==> src/rtl/pin_pulse_gen_if.sv <==
// Control-side bundle for pin_pulse_gen: one-shot start with burst parameters, pin/status back.
// abort_i exists only when PIN_PULSE_GEN_ABORT_EN is defined.
interface pin_pulse_gen_if #(
  parameter int CNT_W = 8,
  parameter int N_W   = 4
);
  logic             start_i;
  logic [N_W-1:0]   n_pulses_i;
  logic [CNT_W-1:0] low_len_i;
  logic [CNT_W-1:0] high_len_i;
  logic             pin_o;
  logic             busy_o;
  logic             done_o;
`ifdef PIN_PULSE_GEN_ABORT_EN
  logic             abort_i;
`endif

  modport master (
`ifdef PIN_PULSE_GEN_ABORT_EN
    output abort_i,
`endif
    output start_i, n_pulses_i, low_len_i, high_len_i,
    input  pin_o, busy_o, done_o
  );

  modport slave (
`ifdef PIN_PULSE_GEN_ABORT_EN
    input  abort_i,
`endif
    input  start_i, n_pulses_i, low_len_i, high_len_i,
    output pin_o, busy_o, done_o
  );
endinterface

==> src/rtl/pin_pulse_gen.sv <==
// Idle-high pin driver emitting a burst of N active-low pulses of L low / H high cycles.
// Optional PIN_PULSE_GEN_ABORT_EN adds abort_i to cancel a burst without signalling done.
module pin_pulse_gen #(
  parameter int CNT_W = 8,
  parameter int N_W   = 4
) (
  input  logic           clk,
  input  logic           rst_n,
  pin_pulse_gen_if.slave bus
);

  typedef enum logic [1:0] {IDLE, LOW, HIGH} state_t;

  state_t           state_q, state_d;
  logic [CNT_W-1:0] phase_q, phase_d;
  logic [N_W-1:0]   pulse_q, pulse_d;
  logic [N_W-1:0]   n_q, n_d;
  logic [CNT_W-1:0] low_q, low_d;
  logic [CNT_W-1:0] high_q, high_d;
  logic             done_q, done_d;
  logic             abort;

`ifdef PIN_PULSE_GEN_ABORT_EN
  assign abort = bus.abort_i;
`else
  assign abort = 1'b0;
`endif

  always_ff @(posedge clk or negedge rst_n) begin
    if (!rst_n) begin
      state_q <= IDLE;
      phase_q <= '0;
      pulse_q <= '0;
      n_q     <= '0;
      low_q   <= '0;
      high_q  <= '0;
      done_q  <= 1'b0;
    end else begin
      state_q <= state_d;
      phase_q <= phase_d;
      pulse_q <= pulse_d;
      n_q     <= n_d;
      low_q   <= low_d;
      high_q  <= high_d;
      done_q  <= done_d;
    end
  end

  // Phase compare precedes the increment, so a full 2^CNT_W-1 phase never wraps.
  always_comb begin
    state_d = state_q;
    phase_d = phase_q;
    pulse_d = pulse_q;
    n_d     = n_q;
    low_d   = low_q;
    high_d  = high_q;
    done_d  = 1'b0;
    case (state_q)
      IDLE: begin
        if (bus.start_i) begin
          n_d    = bus.n_pulses_i;
          low_d  = (bus.low_len_i  == '0) ? CNT_W'(1) : bus.low_len_i;
          high_d = (bus.high_len_i == '0) ? CNT_W'(1) : bus.high_len_i;
          if (bus.n_pulses_i != '0) begin
            state_d = LOW;
            phase_d = CNT_W'(1);
            pulse_d = '0;
          end else begin
            done_d = 1'b1;
          end
        end
      end
      LOW: begin
        if (abort) begin
          state_d = IDLE;
          phase_d = '0;
          pulse_d = '0;
        end else if (phase_q == low_q) begin
          state_d = HIGH;
          phase_d = CNT_W'(1);
        end else begin
          phase_d = phase_q + CNT_W'(1);
        end
      end
      HIGH: begin
        if (abort) begin
          state_d = IDLE;
          phase_d = '0;
          pulse_d = '0;
        end else if (phase_q == high_q) begin
          // n_q is nonzero in a burst, so n_q-1 is the index of the last pulse.
          if (pulse_q == n_q - N_W'(1)) begin
            state_d = IDLE;
            phase_d = '0;
            pulse_d = '0;
            done_d  = 1'b1;
          end else begin
            state_d = LOW;
            phase_d = CNT_W'(1);
            pulse_d = pulse_q + N_W'(1);
          end
        end else begin
          phase_d = phase_q + CNT_W'(1);
        end
      end
      default: begin
        state_d = IDLE;
        phase_d = '0;
        pulse_d = '0;
      end
    endcase
  end

  assign bus.pin_o  = (state_q != LOW);
  assign bus.busy_o = (state_q != IDLE);
  assign bus.done_o = done_q;

endmodule
==> src/flat_wrapper.sv <==
// flat-port wrapper written by rule: the top's interface ports become plain ports
module pin_pulse_gen_flat 
#(
  parameter int CNT_W = 8,
  parameter int N_W   = 4
)
  (clk, rst_n, bus_start_i, bus_n_pulses_i, bus_low_len_i, bus_high_len_i, bus_pin_o, bus_busy_o, bus_done_o);
  pin_pulse_gen_if #(.CNT_W(CNT_W), .N_W(N_W)) bus_i ();
  input  logic clk;
  input  logic rst_n;
  input wire logic [$bits(bus_i.start_i)-1:0] bus_start_i;
  input wire logic [$bits(bus_i.n_pulses_i)-1:0] bus_n_pulses_i;
  input wire logic [$bits(bus_i.low_len_i)-1:0] bus_low_len_i;
  input wire logic [$bits(bus_i.high_len_i)-1:0] bus_high_len_i;
  output wire logic [$bits(bus_i.pin_o)-1:0] bus_pin_o;
  output wire logic [$bits(bus_i.busy_o)-1:0] bus_busy_o;
  output wire logic [$bits(bus_i.done_o)-1:0] bus_done_o;
  assign bus_i.start_i = bus_start_i;
  assign bus_i.n_pulses_i = bus_n_pulses_i;
  assign bus_i.low_len_i = bus_low_len_i;
  assign bus_i.high_len_i = bus_high_len_i;
  assign bus_pin_o = bus_i.pin_o;
  assign bus_busy_o = bus_i.busy_o;
  assign bus_done_o = bus_i.done_o;
  pin_pulse_gen #(.CNT_W(CNT_W), .N_W(N_W)) u_core (.clk(clk), .rst_n(rst_n), .bus(bus_i));
endmodule
==> config.mk <==
export PLATFORM = sky130hd
export DESIGN_NAME = pin_pulse_gen_flat
export DESIGN_NICKNAME = d
export VERILOG_FILES = /design/src/rtl/pin_pulse_gen_if.sv /design/src/rtl/pin_pulse_gen.sv /design/src/flat_wrapper.sv
export SDC_FILE = /design/constraint.sdc
export NUM_CORES = 1
export LEC_CHECK = 0
export CAP_MARGIN = 20
export CORE_AREA = 10 10 93 95
export CTS_BUF_LIST = sky130_fd_sc_hd__clkbuf_4
export DETAILED_ROUTE_END_ITERATION = 6
export DIE_AREA = 0 0 103 105
export PLACE_DENSITY_LB_ADDON = 0.25
export SYNTH_ARGS = -nofsm -noshare
export SYNTH_HDL_FRONTEND = slang
export SYNTH_SLANG_ARGS = --single-unit
==> constraint.sdc <==
create_clock -name clk -period 4.1 [get_ports clk]
set_input_delay 0.615 -clock clk [delete_from_list [all_inputs] [get_ports clk]]
set_output_delay 0.615 -clock clk [all_outputs]
set_load 0.01 [all_outputs]
==> run summary <==
post-synthesis instance total -> 165
largest net degree at the start of global routing -> 36
Worst-Skew Late Latency -> 340 ps
post_cts resized -> 0
die height -> 105 µm
EDFF count, synth -> 0
Worst EP arrival -> 1660 ps
top-count cell post-synth -> dfrtp_1
Hold Buf Count CTS -> 0
post-synth top area share -> 0.471
Slew Limit Fails -> 0
IO Port Bufs -> 25
CTS Buffer Depth -> 2
fraction of power consumed by sequential logic -> 0.409
routed vias -> 1337
DRT Pass-1 Iters -> 6
Mean Syn Cell Area -> 11.3 µm²
Syn Nets -> 191
minimum clock period after layout -> 2270 ps
RSZ-0062 raised after global routing -> false
commonest cells in the netlist -> 35 x dfrtp_1, 14 x xor2_1, 13 x xnor2_1, 12 x nor2_1, 10 x mux2_2
Setup TNS Final -> 0 ps
DP Area -> 2180 µm²
I/O pin count -> 26
Critical Path Source Type -> flop
Worst Max-Slew Pin Slew -> 557 ps
die area -> 10800 µm²
pwr dens -> 626 nW/µm²
Logic pwr share -> 0.419
Req. time, crit path -> 3480 ps
final hold violation count -> 0
Synth area leaders -> dfrtp_1 47%, xor2_1 6.6%, xnor2_1 6.1%
Async S/R FF share, synth -> 1.00
Clock Pin Slew Worst Setup and Hold Paths -> 110 ps
Post-synth top flop -> dfrtp_1
#FFs+latches synth -> 35
total of max-cap violations -> 0
first-pass GRT wire length -> 6900 µm
post-synth cell types -> 41
number of DRC markers in iteration 0 -> 118
fmax -> 0.440 GHz
status -> finished, final reports clean
Net Sw Power -> 0.000526 W
Seq/Total Area, Yosys -> 0.471
gpl congestion -> 0.764
biggest area consumer among synthesized cells -> dfrtp_1
layout cells sized above 1 -> 0.144
die width -> 103 µm
WS Path Type -> flop to primary output
Detailed Place HPWL -> 3040 µm
Clk network pwr share -> 0.171
GRT overflow -> 0
synthesis-to-layout area growth -> 23.1%
Peak VDD IR -> 197 µV
CP endpoint kind -> primary output
Initial Util -> 0.275
Setup Viol. Count Final -> 0
Slew HR -> 0.624
Fillers -> 698
fin crit share -> 0.554
GRT Total Usage -> 0.0800
DRC Markers -> 0
mean routed wirelength per cell -> 14.2 µm
synth warn -> 0
# H-tree levels -> 2
final non-filler cell area -> 2290 µm²
Core Region -> 6760 µm²
Sw Ratio -> 0.367
final-stage net count -> 220
routed wire length -> 3920 µm
crit path max fanout -> 7
CTS buffer count -> 5
Mapped Area -> 1860 µm²
P_int -> 0.000907 W
Hold Path Class -> flop to flop
LEAKAGE -> 0.936 nW
row cnt -> 30
CTS sink cnt -> 35
Vias/cell -> 4.84
clk_skew -> 10.3 ps
vias in the first global route -> 1353
Clock Root Buffer -> clkbuf_4
CTS tree -> built
# Post-CTS Setup Buffers -> 0
Antenna Violating Nets Remaining -> 0
initial antenna violation count -> 1
## sequential cells by signal, indices dropped and copies added (netlist names)
register	flops
u_core.high_q	8
u_core.low_q	8
u_core.phase_q	8
u_core.n_q	4
u_core.pulse_q	4
u_core.state_q	2
u_core.bus.done_o	1
## logic make-up after synthesis
kind of cell / count (synthesis) / synth area share
AND/OR/NAND/NOR: 44 / 0.137
flip-flops: 35 / 0.471
buffers and inverters: 11 / 0.0303
AO/OA/AOI/OAI: 26 / 0.0982
adder cells (fa/ha/maj): 3 / 0.0202
XOR/XNOR: 28 / 0.136
multiplexers: 18 / 0.108
## worst max-delay path, stage by stage, from the launching register on
cell             delay, ps
dfrtp_1                460
nor2_1                 240
inv_1                  110
clkdlybuf4s50_1        490
## power groups by stage
stage / Sequential, W / Clock, W / Combinational [W]
2_1_floorplan: 0.000555 / 0 / 0.000471
3_3_place_gp: 0.000598 / 0 / 0.000587
5_1_grt: 0.000608 / 0.000266 / 0.000674
6_report: 0.000587 / 0.000246 / 0.000601
4_1_cts: 0.000590 / 0.000250 / 0.000590
3_5_place_dp: 0.000598 / 0 / 0.000587
## routing by layer
| layer | GRT usage | vias up | share of wire |
|---|---|---|---|
| met3 | 0.0211 | 5 | 0.031 |
| met2 | 0.115 | 26 | 0.47 |
| met1 | 0.107 | 665 | 0.48 |
| li1 | - | 641 | - |
| met5 | 0 | - | 0 |
| met4 | 0.0388 | 0 | 0.020 |
## layout by cell type, fill, tap and decap left out, drive strengths merged
cell type      synthesis  routed
and3                   3       3
o2bb2ai                2       2
nand4                  4       4
o21ai                  5       5
clkdlybuf4s50          0      25
a22o                   2       2
a211oi                 1       1
nor2                  12      12
nand3                  5       5
nor3b                  1       1
inv                    6       6
o221a                  1       1
a21boi                 1       1
nor4                   4       4
clkbuf                 0       5
nand2b                 1       1
a32oi                  1       1
clkinv                 0       2
xor2                  15      15
mux2                  17      17
o311ai                 1       1
a21o                   1       1
nor3                   3       3
o41ai                  1       1
buf                    5       2
nand4b                 1       1
and2                   1       1
nand2                  8       8
dfrtp                 35      35
o22ai                  1       1
diode                  0       1
ha                     3       3
a21oi                  9       9
xnor2                 13      13
mux2i                  1       1
bufinv                 0       1
or4                    1       1
## worst paths after layout
| path | startpoint | to | slack [ps] | cells past startpoint |
|---|---|---|---|---|
| min in group asynchronous | rst_n | u_core.pulse_q[1] | 670 | 2 |
| setup / recovery | u_core.state_q[0] | bus_busy_o | 1830 | 3 |
| hold / removal | u_core.high_q[6] | u_core.high_q[6] | 520 | 1 |
| setup reg to reg | u_core.phase_q[2] | u_core.phase_q[6] | 2320 | 5 |
| max in group asynchronous | rst_n | u_core.high_q[3] | 3100 | 2 |
| hold reg to reg | u_core.high_q[6] | u_core.high_q[6] | 520 | 1 |
## through the flow
step | cells | setup slack [ps] | util | hold slack [ps] | total power, W
after floorplan | 165 | 2370 | - | 319 | 0.00103
after global placement | 266 | 1580 | 0.323 | 503 | 0.00118
after detailed placement | 266 | 1580 | 0.323 | 509 | 0.00119
after CTS | 274 | 1820 | 0.335 | 535 | 0.00143
after global routing | 276 | 1710 | 0.339 | 544 | 0.00155
final | 276 | 1830 | 0.339 | 521 | 0.00143
## area by class of cell
type	instances	area, µm²	area share
timing repair buffer	27	285	0.125
sequential	35	876	0.382
clock inverter	3	38.8	0.0169
inverter	6	22.5	0.00983
antenna	1	2.50	0.00109
clock buffer	5	37.5	0.0164
multi-input combinational	119	928	0.405
tap	80	100	0.0437
Note: power is estimated with default switching activity, not from simulation.
